### src/rtl/key_debounce.sv
// Ten-key button debouncer: two-flop synchronizer, shared sample tick, and a
// per-key stability counter that accepts a change after STABLE_TICKS differing ticks.
module key_debounce #(
  parameter int unsigned TICK_DIV     = 50000,
  parameter int unsigned STABLE_TICKS = 8
) (
  input  logic       clk_mem,
  input  logic       rst_n,
  input  logic [9:0] btn_raw,
  output logic [9:0] key_data,
  output logic       key_event
);

  localparam int unsigned N_KEYS = 10;
  localparam int unsigned TICK_W = $clog2(TICK_DIV);
  localparam int unsigned STAB_W = 4;
  localparam logic [TICK_W-1:0] TICK_LAST = TICK_W'(TICK_DIV - 1);
  localparam logic [STAB_W-1:0] STAB_LAST = STAB_W'(STABLE_TICKS - 1);

  logic [N_KEYS-1:0]             sync_meta;
  logic [N_KEYS-1:0]             btn_sync;
  logic [TICK_W-1:0]             tick_cnt;
  logic [TICK_W-1:0]             tick_cnt_nxt;
  logic                          tick_c;
  logic [N_KEYS-1:0]             pressed;
  logic [N_KEYS-1:0]             pressed_nxt;
  logic [N_KEYS-1:0][STAB_W-1:0] stab_cnt;
  logic [N_KEYS-1:0][STAB_W-1:0] stab_cnt_nxt;

  // Free-running sample tick
  assign tick_c       = (tick_cnt == TICK_LAST);
  assign tick_cnt_nxt = tick_c ? '0 : tick_cnt + TICK_W'(1);

  // Per-key debounce: any agreement clears the count; the last differing tick toggles
  always_comb begin
    pressed_nxt  = pressed;
    stab_cnt_nxt = stab_cnt;
    for (int unsigned i = 0; i < N_KEYS; i++) begin
      if (btn_sync[i] == pressed[i]) begin
        stab_cnt_nxt[i] = '0;
      end else if (tick_c) begin
        if (stab_cnt[i] == STAB_LAST) begin
          pressed_nxt[i]  = ~pressed[i];
          stab_cnt_nxt[i] = '0;
        end else begin
          stab_cnt_nxt[i] = stab_cnt[i] + STAB_W'(1);
        end
      end
    end
  end

  always_ff @(posedge clk_mem or negedge rst_n) begin
    if (!rst_n) begin
      sync_meta <= '0;
      btn_sync  <= '0;
      tick_cnt  <= '0;
      pressed   <= '0;
      stab_cnt  <= '0;
      key_data  <= '1;
      key_event <= 1'b0;
    end else begin
      sync_meta <= btn_raw;
      btn_sync  <= sync_meta;
      tick_cnt  <= tick_cnt_nxt;
      pressed   <= pressed_nxt;
      stab_cnt  <= stab_cnt_nxt;
      // Outputs track the next pressed value so they land on the same edge
      key_data  <= ~pressed_nxt;
      key_event <= (pressed_nxt != pressed);
    end
  end

endmodule
### config.mk
export PLATFORM = sky130hd
export DESIGN_NAME = key_debounce
export DESIGN_NICKNAME = d
export VERILOG_FILES = /design/src/rtl/key_debounce.sv
export SDC_FILE = /design/constraint.sdc
export NUM_CORES = 1
export LEC_CHECK = 0
export CORE_UTILIZATION = 30
export DETAILED_ROUTE_END_ITERATION = 10
export MAX_ROUTING_LAYER = met4
export SLEW_MARGIN = 10
export SYNTH_ARGS = -nofsm -noshare
export SYNTH_HDL_FRONTEND = slang
export SYNTH_SLANG_ARGS = --single-unit
### constraint.sdc
create_clock -name clk_mem -period 2.35 [get_ports clk_mem]
set_clock_uncertainty 0.2 [all_clocks]
set_input_delay 0.3525 -clock clk_mem [delete_from_list [all_inputs] [get_ports clk_mem]]
set_output_delay 0.3525 -clock clk_mem [all_outputs]
set_load 0.01 [all_outputs]
Yosys cells after proc, flatten, opt, wreduce, memory -nomap -nowiden
Cells that the tools add are included.
{ "word_totals": {"register_bits": 97, "output_inout_bits": 11} }
{ "classes": {"n_reduce_logical": 10, "add_sub_neg": 11, "eq_ne": 22, "bitwise_logic": 11, "n_mux": 61} }
{ "op_table": {"columns": ["op", "n"], "rows": [
  ["4-bit two-way mux", 30],
  ["4-bit by 1-bit adder with 4-bit output (second input constant)", 10],
  ["4-bit by 3-bit equality test with 1-bit output (second input constant)", 10],
  ["1-bit two-way mux", 30],
  ["2-bit nonzero test", 10],
  ["16-bit by 1-bit adder with 16-bit output (second input constant)", 1],
  ["16-bit equality test (second input constant)", 1],
  ["16-bit two-way mux", 1],
  ["1-bit equality test", 10],
  ["10-bit != test", 1],
  ["1-bit inverter", 10],
  ["10-bit inverter", 1]
]} }

Depth between registers and ports, before layout
{ "logic_depth": {"word_depth": 5, "depth_mapped": 7, "depth_no_buf": 5} }

Worst setup path before layout
OpenSTA, ideal clock, no wires.
{ "synth_path": {"path_type": "reg2reg", "start": "register tick_cnt[4]", "end": "register pressed[2]", "t_arrival_ns": 1.647, "synth_period_minus_slack_ns": 1.972, "path_slack_ns": 0.378, "stages_incl_launch_ff": 6, "n_path_buf": 1, "setup_ns": 0.125, "t_required_ns": 2.025, "cell_sequence": "dfrtp_1 > nor4b_4 > nand4_4 > clkbuf_1 > nor2_1 > mux2_2"} }
{ "synth_via": {"elab_chain_len": 3} }
{ "synth_lines": {"columns": ["element", "line_no", "text"], "rows": [
  ["start, declared", "22", "logic [TICK_W-1:0] tick_cnt;"],
  ["start signal, assigned", "64", "tick_cnt <= tick_cnt_nxt;"],
  ["16-bit equality test", "31", "assign tick_c = (tick_cnt == TICK_LAST);"],
  ["1-bit two-way mux", "41", "end else if (tick_c) begin"],
  ["1-bit two-way mux", "39", "if (btn_sync[i] == pressed[i]) begin"],
  ["via pressed_nxt[2]", "26", "logic [N_KEYS-1:0] pressed_nxt;"],
  ["end signal, assigned", "65", "pressed <= pressed_nxt;"],
  ["end, declared", "25", "logic [N_KEYS-1:0] pressed;"]
]} }
The timed path passes the listed nets, and every way through them passes these cells.
A chain may end at the register's enable or synchronous reset.

Final worst setup path
{ "layout_path": {"start": "register tick_cnt[0]", "end": "register stab_cnt[15] (netlist bit)"} }
{ "layout_via": {"elab_chain_len": 2} }
{ "layout_lines": {"columns": ["element", "line_no", "text"], "rows": [
  ["16-bit equality test", "31", null],
  ["2-bit nonzero test (no source line)", null, null],
  ["end signal, assigned", "66", "stab_cnt <= stab_cnt_nxt;"],
  ["end, declared", "27", "logic [N_KEYS-1:0][STAB_W-1:0] stab_cnt;"]
]} }
Every way passes these cells.

==> summary.txt <==
outcome = finished, final reports clean
Slew HR = 0.6607
CTS tree = yes
std cell rows = 42
top_reg_cell synth = dfrtp_1
Hold/Removal Path Class = register to register
largest net degree at the start of global routing = 44
Total GRT Usage = 0.1129
yosys warns = 0
IO Port Bufs = 22
top-area cell type share of the netlist area = 0.5202
I/O pin count = 23
Syn Nets = 392
placed cell count = 563
n_diodes = 0
Crit. End Element = register
VDD IR max = 406.0 uV
hold path endpoint = btn_sync[6]$_DFF_PN0_
Avg Vias per Cell = 4.824
full die area = 14,430 sq um
CP required = 2400 ps
Final period util = 0.9389
area of the core = 13,400 sq um
Worst Min Path Start = sync_meta[6]$_DFF_PN0_
R2R depth = 6
post-synthesis register bit count = 97
Mapped Cells = 369
register area share after synthesis = 0.5830
Worst setup SP type = register
number of H-tree levels = 3
antenna viol nets, final = 0
Static Leak = 2.026 nW
Setup TNS Final = 0 ps
R2R Setup Slk = 140 ps
worst hold slack = 146.6 ps
DRT Pass-1 Iters = 4
Hold Fails Final Rpt = 0
Cell Pwr Density = 678.1 nW/um^2
clock sink count = 97
Die Span X = 120.1 microns
max cap viols = 0
DR vias = 2,793
number of enable flip-flop cells after synthesis = 0
Max Fclk = 453.2 MHz
asr flop ratio synth = 1.000
Area contributors post-synth = dfrtp_1 52%, dfstp_2 6.3%, a21oi_1 5.0%, nand3b_1 3.6%, xnor2_1 3.3%
worst-margin pin slew = 509.0 ps
clk_lat worst skew = 330 ps
number of global-route vias before repair = 2,811
power consumption = 3.410 mW
max-slew violations = 0
global-route wire length before repair = 12.59 mm
final std cells w/o fill = 579
Placer Congestion = 0.7334
Initial Utilization = 0.3123
TritonCTS Buffers = 9
detailed placement HPWL = 4.957 mm
Netlist Area Pre-Place = 4185 sq um
final wirelength = 7.338 mm
per-cell routed wire length = 12.67 microns
initial antenna violation count = 0
Area growth, synth to finish = 20.15%
Final min period = 2206 ps
die height = 120.1 microns
final count of negative-setup-slack endpoints = 0
clock transition at the registers of the reported paths = 60 ps
unique cell type count in the Yosys netlist = 33
Overflow after GRT = 0
RSZ-0062 raised after global routing = no
worst r2r dst = stab_cnt[15]$_DFFE_PN0P_
DR DRC count = 0
Syn Area/Cell = 11.34 sq um
clock root cell = clkbuf_16
WS Path Type = register to register
worst r2r src = tick_cnt[0]$_DFF_PN0_
CP Max Fanout = 43
dpl cell area = 4682 sq um
clk buf depth = 2
PostCTS Resize Cnt = 0
fin nets = 422
share of layout cells above drive strength 1 = 0.1117
final instance area = 5029 sq um
WHS Path Cells = 0
arrival time worst endpoint = 2260 ps
area leader, netlist = dfrtp_1
drt first-iter violations = 108
critical path, cell delays in order, from the launching register on:
cell     delay, ps
dfrtp_1        370
ha_1           230
and3_1         290
nand4_4        150
buf_12         210
or4b_1         510
a21oi_1        170
power breakdown:
group	switching, mW	total [mW]	internal, mW	leakage (nW)
clock	0.571	1.63	1.06	0.163
combinational	0.0477	0.0774	0.0297	0.603
sequential	0.00987	1.70	1.69	1.26
total	0.629	3.41	2.78	2.03
state kept, by name, summed over array words and instances (netlist names):
signal,count
btn_sync,10
key_data,10
key_event,1
pressed,10
stab_cnt,40
sync_meta,10
tick_cnt,16
synth_stat cells (all sizes together) (11+ instances only):
| cell type | n |
|---|---|
| o21ai | 21 |
| nand3b | 20 |
| xnor2 | 16 |
| nor2 | 18 |
| a21oi | 42 |
| ha | 11 |
| inv | 12 |
| nand2 | 36 |
| or3 | 11 |
| dfrtp | 87 |
| mux2i | 11 |
| nand3 | 13 |
kinds of logic after synthesis:
logic type               count (synthesis)  synth area share
flip-flops                              97            0.5830
buffers and inverters                   22           0.02242
AO/OA/AOI/OAI                           70           0.08640
AND/OR/NAND/NOR                        127            0.1782
multiplexers                            21           0.05322
XOR/XNOR                                21           0.04394
adder cells (fa/ha/maj)                 11           0.03288
timing repair:
action | in CTS | in global routing
hold endpoints to repair | 31 | 0
setup buffers | 0 | 0
hold buffers | 1 | 0
layer usage:
metal | wire (microns) | part of all wire | up-vias | GRT usage
met3 | 239 | 0.033 | 9 | 0.03470
li1 | - | - | 1364 | -
met4 | 89 | 0.012 | 0 | 0.03594
met2 | 3659 | 0.50 | 33 | 0.1853
met1 | 3349 | 0.46 | 1387 | 0.1319
met5 | 0 | 0 | - | -
worst max-delay path by stage:
| stage | from | slack, ps | to |
|---|---|---|---|
| final | tick_cnt[0]$_DFF_PN0_ | 140 | stab_cnt[15]$_DFFE_PN0P_ |
| after global routing | tick_cnt[0]$_DFF_PN0_ | 7 | stab_cnt[15]$_DFFE_PN0P_ |
| after CTS | tick_cnt[0]$_DFF_PN0_ | 140 | stab_cnt[15]$_DFFE_PN0P_ |
| after detailed placement | tick_cnt[0]$_DFF_PN0_ | 160 | stab_cnt[35]$_DFFE_PN0P_ |
| after global placement | tick_cnt[0]$_DFF_PN0_ | 260 | stab_cnt[35]$_DFFE_PN0P_ |
| after floorplan | tick_cnt[4]$_DFF_PN0_ | 380 | pressed[2]$_DFF_PN0_ |
per-stage QoR:
stage	setup WS, ps	utilization
6_report	143.6	0.3753
5_1_grt	7.181	0.3753
4_1_cts	142.5	0.3753
3_5_place_dp	160.7	0.3494
3_3_place_gp	263.0	0.3494
2_1_floorplan	377.8	-
area by class of cell:
cell class | instances | area [sq um]
Sequential cell | 97 | 2440
Timing Repair Buffer | 29 | 335.3
Multi-Input combinational cell | 250 | 1652
Tap cell | 176 | 220.2
Clock inverter | 3 | 90.09
Fill cell | 1296 | 8372
Inverter | 12 | 45.04
Clock buffer | 12 | 246.5
placed cells by master, fill, tap and decap left out, types with 2 or more instances in the layout:
cell             netlist  routed
inv_1                 12      12
nand2_1               36      36
clkdlybuf4s50_1        0      21
mux2i_1               11      11
and4bb_2               2       2
xor2_1                 5       5
nand3_1               13      13
buf_12                 0       5
bufinv_16              0       3
dfrtp_1               87      87
mux2_2                10      10
a21oi_1               42      42
o22ai_1                5       5
o21ai_0               21      21
dfstp_2               10      10
or4b_1                 4       4
nor2_1                18      18
ha_1                  11      11
nand3b_1              20      20
and2_1                 3       3
or3_1                 11      11
nand4_1                4       4
nor3_1                 2       2
clkbuf_1               6       2
xnor2_1               16      16
buf_4                  0       2
or4_1                  6       6
clkbuf_16              0       9
and4_1                 3       3
No activity file was read; power rests on OpenSTA's default activity.
